`src/rtl/fft_top_div_seq.sv`:
```
// fft_top_div_seq: sequential restoring signed divider with saturated quotient and valid/ready handshakes
module fft_top_div_seq #(
    parameter int DIVIDEND_W = 33,
    parameter int DIVISOR_W  = 15,
    parameter int QUOT_W     = 18
) (
    input  logic                         clk,
    input  logic                         reset_n,
    input  logic                         ce,
    input  logic                         in_valid,
    output logic                         in_ready,
    input  logic signed [DIVIDEND_W-1:0] dividend,
    input  logic signed [DIVISOR_W-1:0]  divisor,
    output logic                         out_valid,
    input  logic                         out_ready,
    output logic        [QUOT_W-1:0]     quotient,
    output logic        [DIVISOR_W-1:0]  remainder,
    output logic                         ovf,
    output logic                         dbz
);
    localparam logic [1:0] IDLE = 2'd0;
    localparam logic [1:0] CALC = 2'd1;
    localparam logic [1:0] FIN  = 2'd2;
    localparam logic [1:0] DONE = 2'd3;
    localparam logic [QUOT_W-1:0]     QMAX    = {1'b0, {(QUOT_W-1){1'b1}}};
    localparam logic [QUOT_W-1:0]     QMIN    = {1'b1, {(QUOT_W-1){1'b0}}};
    localparam logic [DIVIDEND_W-1:0] POS_LIM = DIVIDEND_W'(QMAX);
    localparam logic [DIVIDEND_W-1:0] NEG_LIM = POS_LIM + 1'b1;

    logic [1:0]            state_q, state_d;
    logic [DIVIDEND_W-1:0] dvd_q, dvd_d;
    logic [DIVISOR_W-1:0]  dvs_q, dvs_d;
    logic [DIVISOR_W-1:0]  rem_q, rem_d;
    logic [5:0]            cnt_q, cnt_d;
    logic                  sd_q, sd_d, sq_q, sq_d, zero_q, zero_d;
    logic [QUOT_W-1:0]     quo_q, quo_d;
    logic [DIVISOR_W-1:0]  rmd_q, rmd_d;
    logic                  ovf_q, ovf_d, dbz_q, dbz_d;
    logic [DIVISOR_W:0]    shifted;
    logic                  ge, sat;

    assign in_ready  = state_q == IDLE;
    assign out_valid = state_q == DONE;
    assign quotient  = quo_q;
    assign remainder = rmd_q;
    assign ovf       = ovf_q;
    assign dbz       = dbz_q;
    assign shifted   = {rem_q, dvd_q[DIVIDEND_W-1]};
    assign ge        = shifted >= {1'b0, dvs_q};
    assign sat       = zero_q | (sq_q ? dvd_q > NEG_LIM : dvd_q > POS_LIM);

    // Next-state: operand latch, one restoring step per edge (quotient bits shift into the dividend register), then sign/saturate
    always_comb begin
        state_d = state_q;
        dvd_d   = dvd_q;
        dvs_d   = dvs_q;
        rem_d   = rem_q;
        cnt_d   = cnt_q;
        sd_d    = sd_q;
        sq_d    = sq_q;
        zero_d  = zero_q;
        quo_d   = quo_q;
        rmd_d   = rmd_q;
        ovf_d   = ovf_q;
        dbz_d   = dbz_q;
        case (state_q)
            IDLE: if (in_valid) begin
                state_d = CALC;
                dvd_d   = dividend[DIVIDEND_W-1] ? -dividend : dividend;
                dvs_d   = divisor[DIVISOR_W-1] ? -divisor : divisor;
                sd_d    = dividend[DIVIDEND_W-1];
                sq_d    = dividend[DIVIDEND_W-1] ^ divisor[DIVISOR_W-1];
                zero_d  = divisor == '0;
                rem_d   = '0;
                cnt_d   = 6'd32;
                ovf_d   = 1'b0;
                dbz_d   = 1'b0;
            end
            CALC: begin
                rem_d   = ge ? DIVISOR_W'(shifted - {1'b0, dvs_q}) : shifted[DIVISOR_W-1:0];
                dvd_d   = {dvd_q[DIVIDEND_W-2:0], ge};
                cnt_d   = cnt_q - 6'd1;
                state_d = cnt_q == 6'd0 ? FIN : CALC;
            end
            FIN: begin
                quo_d   = sat ? (sq_q ? QMIN : QMAX) : (sq_q ? -dvd_q[QUOT_W-1:0] : dvd_q[QUOT_W-1:0]);
                rmd_d   = zero_q ? '0 : (sd_q ? -rem_q : rem_q);
                ovf_d   = sat;
                dbz_d   = zero_q;
                state_d = DONE;
            end
            default: state_d = out_ready ? IDLE : DONE;
        endcase
    end

    // State registers: async clear, update only on clock-enabled edges
    always_ff @(posedge clk or negedge reset_n) begin
        if (!reset_n) begin
            state_q <= IDLE;
            dvd_q   <= '0;
            dvs_q   <= '0;
            rem_q   <= '0;
            cnt_q   <= '0;
            sd_q    <= 1'b0;
            sq_q    <= 1'b0;
            zero_q  <= 1'b0;
            quo_q   <= '0;
            rmd_q   <= '0;
            ovf_q   <= 1'b0;
            dbz_q   <= 1'b0;
        end else if (ce) begin
            state_q <= state_d;
            dvd_q   <= dvd_d;
            dvs_q   <= dvs_d;
            rem_q   <= rem_d;
            cnt_q   <= cnt_d;
            sd_q    <= sd_d;
            sq_q    <= sq_d;
            zero_q  <= zero_d;
            quo_q   <= quo_d;
            rmd_q   <= rmd_d;
            ovf_q   <= ovf_d;
            dbz_q   <= dbz_d;
        end
    end
endmodule
```
`config.mk`:
```
export PLATFORM = sky130hd
export DESIGN_NAME = fft_top_div_seq
export DESIGN_NICKNAME = d
export VERILOG_FILES = /design/src/rtl/fft_top_div_seq.sv
export SDC_FILE = /design/constraint.sdc
export NUM_CORES = 1
export LEC_CHECK = 0
export ABC_AREA = 1
export ABC_CLOCK_PERIOD_IN_PS = 2000
export BUFFER_PORTS_ARGS = -buffer_cell sky130_fd_sc_hd__buf_4
export CORE_UTILIZATION = 54
export DETAILED_ROUTE_END_ITERATION = 12
export GPL_ROUTABILITY_DRIVEN = 0
export GPL_TIMING_DRIVEN = 1
export PLACE_DENSITY = 0.79
export SYNTH_ARGS = -nofsm -noshare
export SYNTH_HDL_FRONTEND = slang
export SYNTH_SLANG_ARGS = --single-unit
export TNS_END_PERCENT = 20
```
`constraint.sdc`:
```
create_clock -name clk -period 2 [get_ports clk]
set_input_delay 0.5 -clock clk [delete_from_list [all_inputs] [get_ports clk]]
set_output_delay 0.5 -clock clk [all_outputs]
set_load 0.005 [all_outputs]
```
After elaboration in Yosys (flattened, before gate mapping)
Index checks and enable logic that the tools add are counted.
{ "word_totals": {"reg_bits": 109, "latch_bits": 0, "ramBits": 0, "mem_bits_ro": 0, "inputBits": 53, "output_inout_bits": 37, "word_cells": 59, "n_memories": 0} }
{ "classes": {"n_addsub": 6, "n_mul": 0, "div_mod_pow": 0, "n_lt_le_gt_ge": 3, "n_eq_ne": 4, "shift": 0, "mux": 22, "bitwise_logic": 2, "n_reduce_logical": 10} }
{ "op_table": {"columns": ["op", "n"], "rows": [
  ["15-bit two-way mux", 5],
  ["33-bit two-way mux", 2],
  ["33-bit case mux with 2 select lines", 1],
  ["18-bit two-way mux", 3],
  ["33-bit by 17-bit > comparator with 1-bit output (second input constant)", 1],
  ["33-bit by 18-bit > comparator with 1-bit output (second input constant)", 1],
  ["33-bit negator", 1],
  ["15-bit negator", 2],
  ["15-bit case mux with 2 select lines", 1],
  ["18-bit negator", 1],
  ["16-bit by 15-bit greater-or-equal comparator with 1-bit output", 1],
  ["15-bit logical NOT", 1],
  ["15-bit subtractor", 1],
  ["6-bit case mux with 2 select lines", 1],
  ["3-bit AND reduction", 3],
  ["6-bit logical NOT", 1],
  ["2-bit two-way mux", 3],
  ["6-bit two-way mux", 1],
  ["2-bit case mux with 3 select lines", 1],
  ["6-bit by 1-bit subtractor with 6-bit output (second input constant)", 1],
  ["2-bit == test (second input constant)", 2],
  ["1-bit case mux with 2 select lines", 2],
  ["2-bit AND reduction", 2],
  ["2-bit nonzero test", 2],
  ["6 further kinds", 7]
]} }

Longest topological paths before layout
{ "depth": {"depth_word": 4, "mapped_depth": 13, "mapped_depth_nobuf": 12} }

Worst setup path after synthesis
No wires, ideal clock.
{ "synth_timing": {"path_kind": "flip-flop to flip-flop", "startpoint": "register dvd_q[32]", "endpoint": "register rem_q[5]", "setup_time_ns": 0.128, "arrival_time_ns": 1.866, "required_time_ns": 1.872, "path_slack_ns": 0.006, "path_stages_with_launch": 13, "path_buffers": 1, "period_less_slack_ns": 1.994, "path_cell_list": "dfrtp_1 inv_1 ha_1 fa_1 o21ai_2 nand2_1 nand2_2 o21bai_4 nand2_2 buf_4 nand2_1 nand3_1 o21ai_0"} }
{ "synth_between": {"elab_chain_len": 3, "elab_cells_between_ends": 4, "cone_classes": "1 x add/sub; 1 x order compare; 2 x mux"} }
{ "synth_lines": {"columns": ["element", "line_no", "source"], "rows": [
  ["start, declared", "31", "logic [DIVIDEND_W-1:0] dvd_q, dvd_d;"],
  ["start signal, assigned", "113", "dvd_q <= dvd_d;"],
  ["15-bit subtractor / 16-bit by 15-bit greater-or-equal comparator with 1-bit output (equally long branches)", "80, 49", null],
  ["15-bit two-way mux *", "80", "rem_d = ge ? DIVISOR_W'(shifted - {1'b0, dvs_q}) : shifted[DIVISOR_W-1:0];"],
  ["15-bit case mux with 2 select lines *", "66", "case (state_q)"],
  ["end signal, assigned", "115", "rem_q <= rem_d;"],
  ["end, declared", "33", "logic [DIVISOR_W-1:0] rem_q, rem_d;"]
]} }
Mark *: on every way between the ends. The rest lies on a longest branch, timed or not.
A chain may end at the register's enable or synchronous reset.

Final worst setup path
{ "layout_timing": {"startpoint": "register dvd_q[32]", "endpoint": "register rem_q[10]"} }
Same word-level chain as after synthesis.

==> out/qor.yml <==
sta:
  fin_skew_ps: 8.27
  slew_violations: 0
  tightest_slew_ps: 460
  rsz0062_at_grt: "yes"
  max-slew-margin-rel_pct: 69.3
  setup_viol: 1
  fmaxAchievable_mhz: 499
  finalCritPeriodShare_pct: 100
  final.min_clock_period_ps: 2000
  fin_tns_setup_ps: -2.99
  fin_ws_ps: -2.99
  hold_viol_final: 0
synthesis:
  avgSynthCellArea_um2: 6.91
  synth_warnings: 0
  synth_nets: 1233
  synth_area_mm2: 0.00800
  synth.distinct_cells: 47
  yosysSeqAreaShare_pct: 34.1
  ys_top_cells_by_count: "302 x nand2_1, 140 x inv_1, 128 x nor2_1"
  yosysTopAreaCell: "dfrtp_1"
  synth.top_cell.area_share_pct: 34.1
  synth_area_leaders: "dfrtp_1 34%, nand2_1 14%, inv_1 6.6%"
  syn_inst: 1158
  synth_flop_cell: "dfrtp_1"
  synth_seq_cells: 109
  synth_edf_count: 0
  yosysMostFrequentCell: "nand2_1"
  async_flop_share_pct: 100
run_status:
  failed_checks: "setup timing"
  status: "finished, violations left"
cts:
  path_clk_slew_ps: 80
  cts_root_buf: "clkbuf_16"
  cts_hold_buf: 0
  clock_path_buffers: 2
  cts-buffers-inserted: 9
  cts_tree: "built"
  cts_max_level: 3
  clkLatencyLatePin_ps: 360
  cts.sinks: 109
worst_setup_path:
  max_stage_delay_ps: 400
  path_max_fanout: 5
  cp.required_ps: 2250
  crit_slowest_cell: "fa_2"
  arrival_ps: 2250
  cp_cell_sequence: "inv_2 -> ha_4 -> fa_2 -> o21ai_2 -> nand2_1 -> nand2_2 -> o21bai_4 -> nand2_4 -> clkbuf_16 -> nand3_2 -> nand3_1 -> nand2_1"
  cp-start-kind: "flip-flop"
  critPathKind: "flip-flop to flip-flop"
  reg2reg_slack_ps: -3
  worstSetupEndpointType: "flip-flop"
  crit_top_cell: "nand2_1"
  worstReg2RegStart: "dvd_q[32]$_DFFE_PN0P_"
  r2r_cells: 12
  r2r-end: "rem_q[10]$_DFFE_PN0P_"
layout:
  fillers: 1254
  diodes: 0
  final_area_mm2: 0.00973
  layout-drive-gt1-share_pct: 20.5
  final_nets: 1366
  syn_to_final_growth_pct: 21.7
detailed_routing:
  wire_per_inst_um: 14.4
  drtAntennaViolNets: 0
  drc: 0
  vias_per_cell: 5.49
  wirelength_um: 21400
  first_iter_violations: 712
  firstDrtPassIters: 7
  vias: 8125
global_routing:
  grt_overflow: 0
  grt_max_degree: 44
  antenna_found_initial: 0
  grt_use_total_pct: 28.2
  grt_pass1_vias: 7076
  grt_pass1_wl_um: 33800
power:
  powerDensity_mw_per_mm2: 1530
  clock_power_share_pct: 11.7
  p_seq_share_pct: 27.7
  p_sw_w: 0.00681
  irDropWorstVdd_v: 0.000631
  internal_power_w: 0.00809
  swShare_pct: 45.7
  pwr-share-comb_pct: 60.7
  p_leak_nw: 4.88
floorplanning:
  rows: 44
  fp.dieH_um: 124
  core-area_mm2: 0.0145
  io_pins: 90
  start_util_pct: 55.2
  die_w_um: 124
  dieArea_mm2: 0.0153
run:
  drv_cap: 0
placed_design:
  post_dp_cell_area_mm2: 0.00920
  dp_hpwl_um: 15900
  io_buffers: 89
  place_ws_ps: -10.5
worst_hold_path:
  hp-class: "primary input to async pin"
[final cells by class]
class                   instances  area [um^2]  share of cell area (%)
clock buffers                  12          256                    2.64
clock inverters                 3         21.3                   0.219
inverters                     149          559                    5.75
multi-input cells             864         4650                    47.8
flip-flops and latches        109         2730                    28.0
well taps                     184          230                    2.37
repair buffers                158         1280                    13.2
[cell usage in the layout, fill, tap and decap left out, types with 6 or more instances in the layout]
cell type,n
a21oi_1,38
a21oi_2,15
buf_4,149
clkbuf_16,11
dfrtp_1,109
ha_1,13
inv_1,137
inv_2,11
nand2_1,299
nand2_2,7
nand3_1,85
nand3_2,6
nand3b_1,6
nand4_1,31
nor2_1,127
nor3_1,12
o21ai_0,73
o21ai_1,10
o21ai_2,6
o21bai_1,8
o221ai_1,16
o22ai_1,10
or2_2,20
xnor2_1,6
xor2_1,35
[cell families after synthesis]
kind of cell / synth area share, %
and+or+nand+nor: 33.9
adders and majority gates: 3.54
xor gates and xnor gates: 4.60
DFF: 34.1
AOI/OAI and AO/OA: 14.2
buffers and inverters: 9.64
[power groups by stage]
stage | sequential, W | clock [W] | combinational [W]
3_5_place_dp | 0.00410 | 0 | 0.00802
4_1_cts | 0.00407 | 0.00175 | 0.00814
3_3_place_gp | 0.00407 | 0 | 0.00786
5_1_grt | 0.00427 | 0.00184 | 0.0101
6_report | 0.00412 | 0.00174 | 0.00905
2_1_floorplan | 0.00391 | 0 | 0.00560
[through the flow]
stage / utilization [%] / total power, W / cells / hold WS (ps)
final: 67.2 / 0.0149 / 1479 / 87.1
after global routing: 67.2 / 0.0162 / 1479 / 109
after CTS: 65.5 / 0.0140 / 1472 / 100
after detailed placement: 63.5 / 0.0121 / 1457 / 473
after global placement: 63.5 / 0.0119 / 1457 / 467
after floorplan: - / 0.00951 / 1158 / 204
[timing repair]
action	in CTS	in global routing
gates resized for setup	2	40
endpoints found under the setup margin	7	25
buffers inserted	0	4
pin swaps	0	13
cloned	0	3
[critical path: cells and delay by family (launching register included)]
| family | cells | cell delay (ps) |
|---|---|---|
| AOI/OAI and AO/OA | 2 | 210 |
| adders and majority gates | 2 | 560 |
| DFF | 1 | 380 |
| buffers and inverters | 2 | 240 |
| and+or+nand+nor | 6 | 500 |
[routing by layer]
layer / part of all wire (%) / GRT usage [%]
met2: 44 / 41.5
met1: 47 / 41.6
met3: 8.0 / 5.68
met4: 1.4 / 8.51
met5: 0 / 0
[worst max path at each step]
stage	from	end	slack [ps]
6_report	dvd_q[32]$_DFFE_PN0P_	rem_q[10]$_DFFE_PN0P_	-3
5_1_grt	dvd_q[32]$_DFFE_PN0P_	rem_q[0]$_DFFE_PN0P_	-110
4_1_cts	dvd_q[32]$_DFFE_PN0P_	rem_q[0]$_DFFE_PN0P_	20
3_5_place_dp	dividend[0]	dvd_q[32]$_DFFE_PN0P_	-10
3_3_place_gp	dividend[0]	dvd_q[32]$_DFFE_PN0P_	30
2_1_floorplan	dvd_q[32]$_DFFE_PN0P_	rem_q[5]$_DFFE_PN0P_	6
[flip-flops by register name, summed over array words and instances (netlist names)]
name	count
zero_q	1
rem_q	15
quotient	18
sq_q	1
state_q	2
remainder	15
dvs_q	15
ovf	1
dvd_q	33
sd_q	1
cnt_q	6
dbz	1
Note: power is estimated with default switching activity, not from simulation.
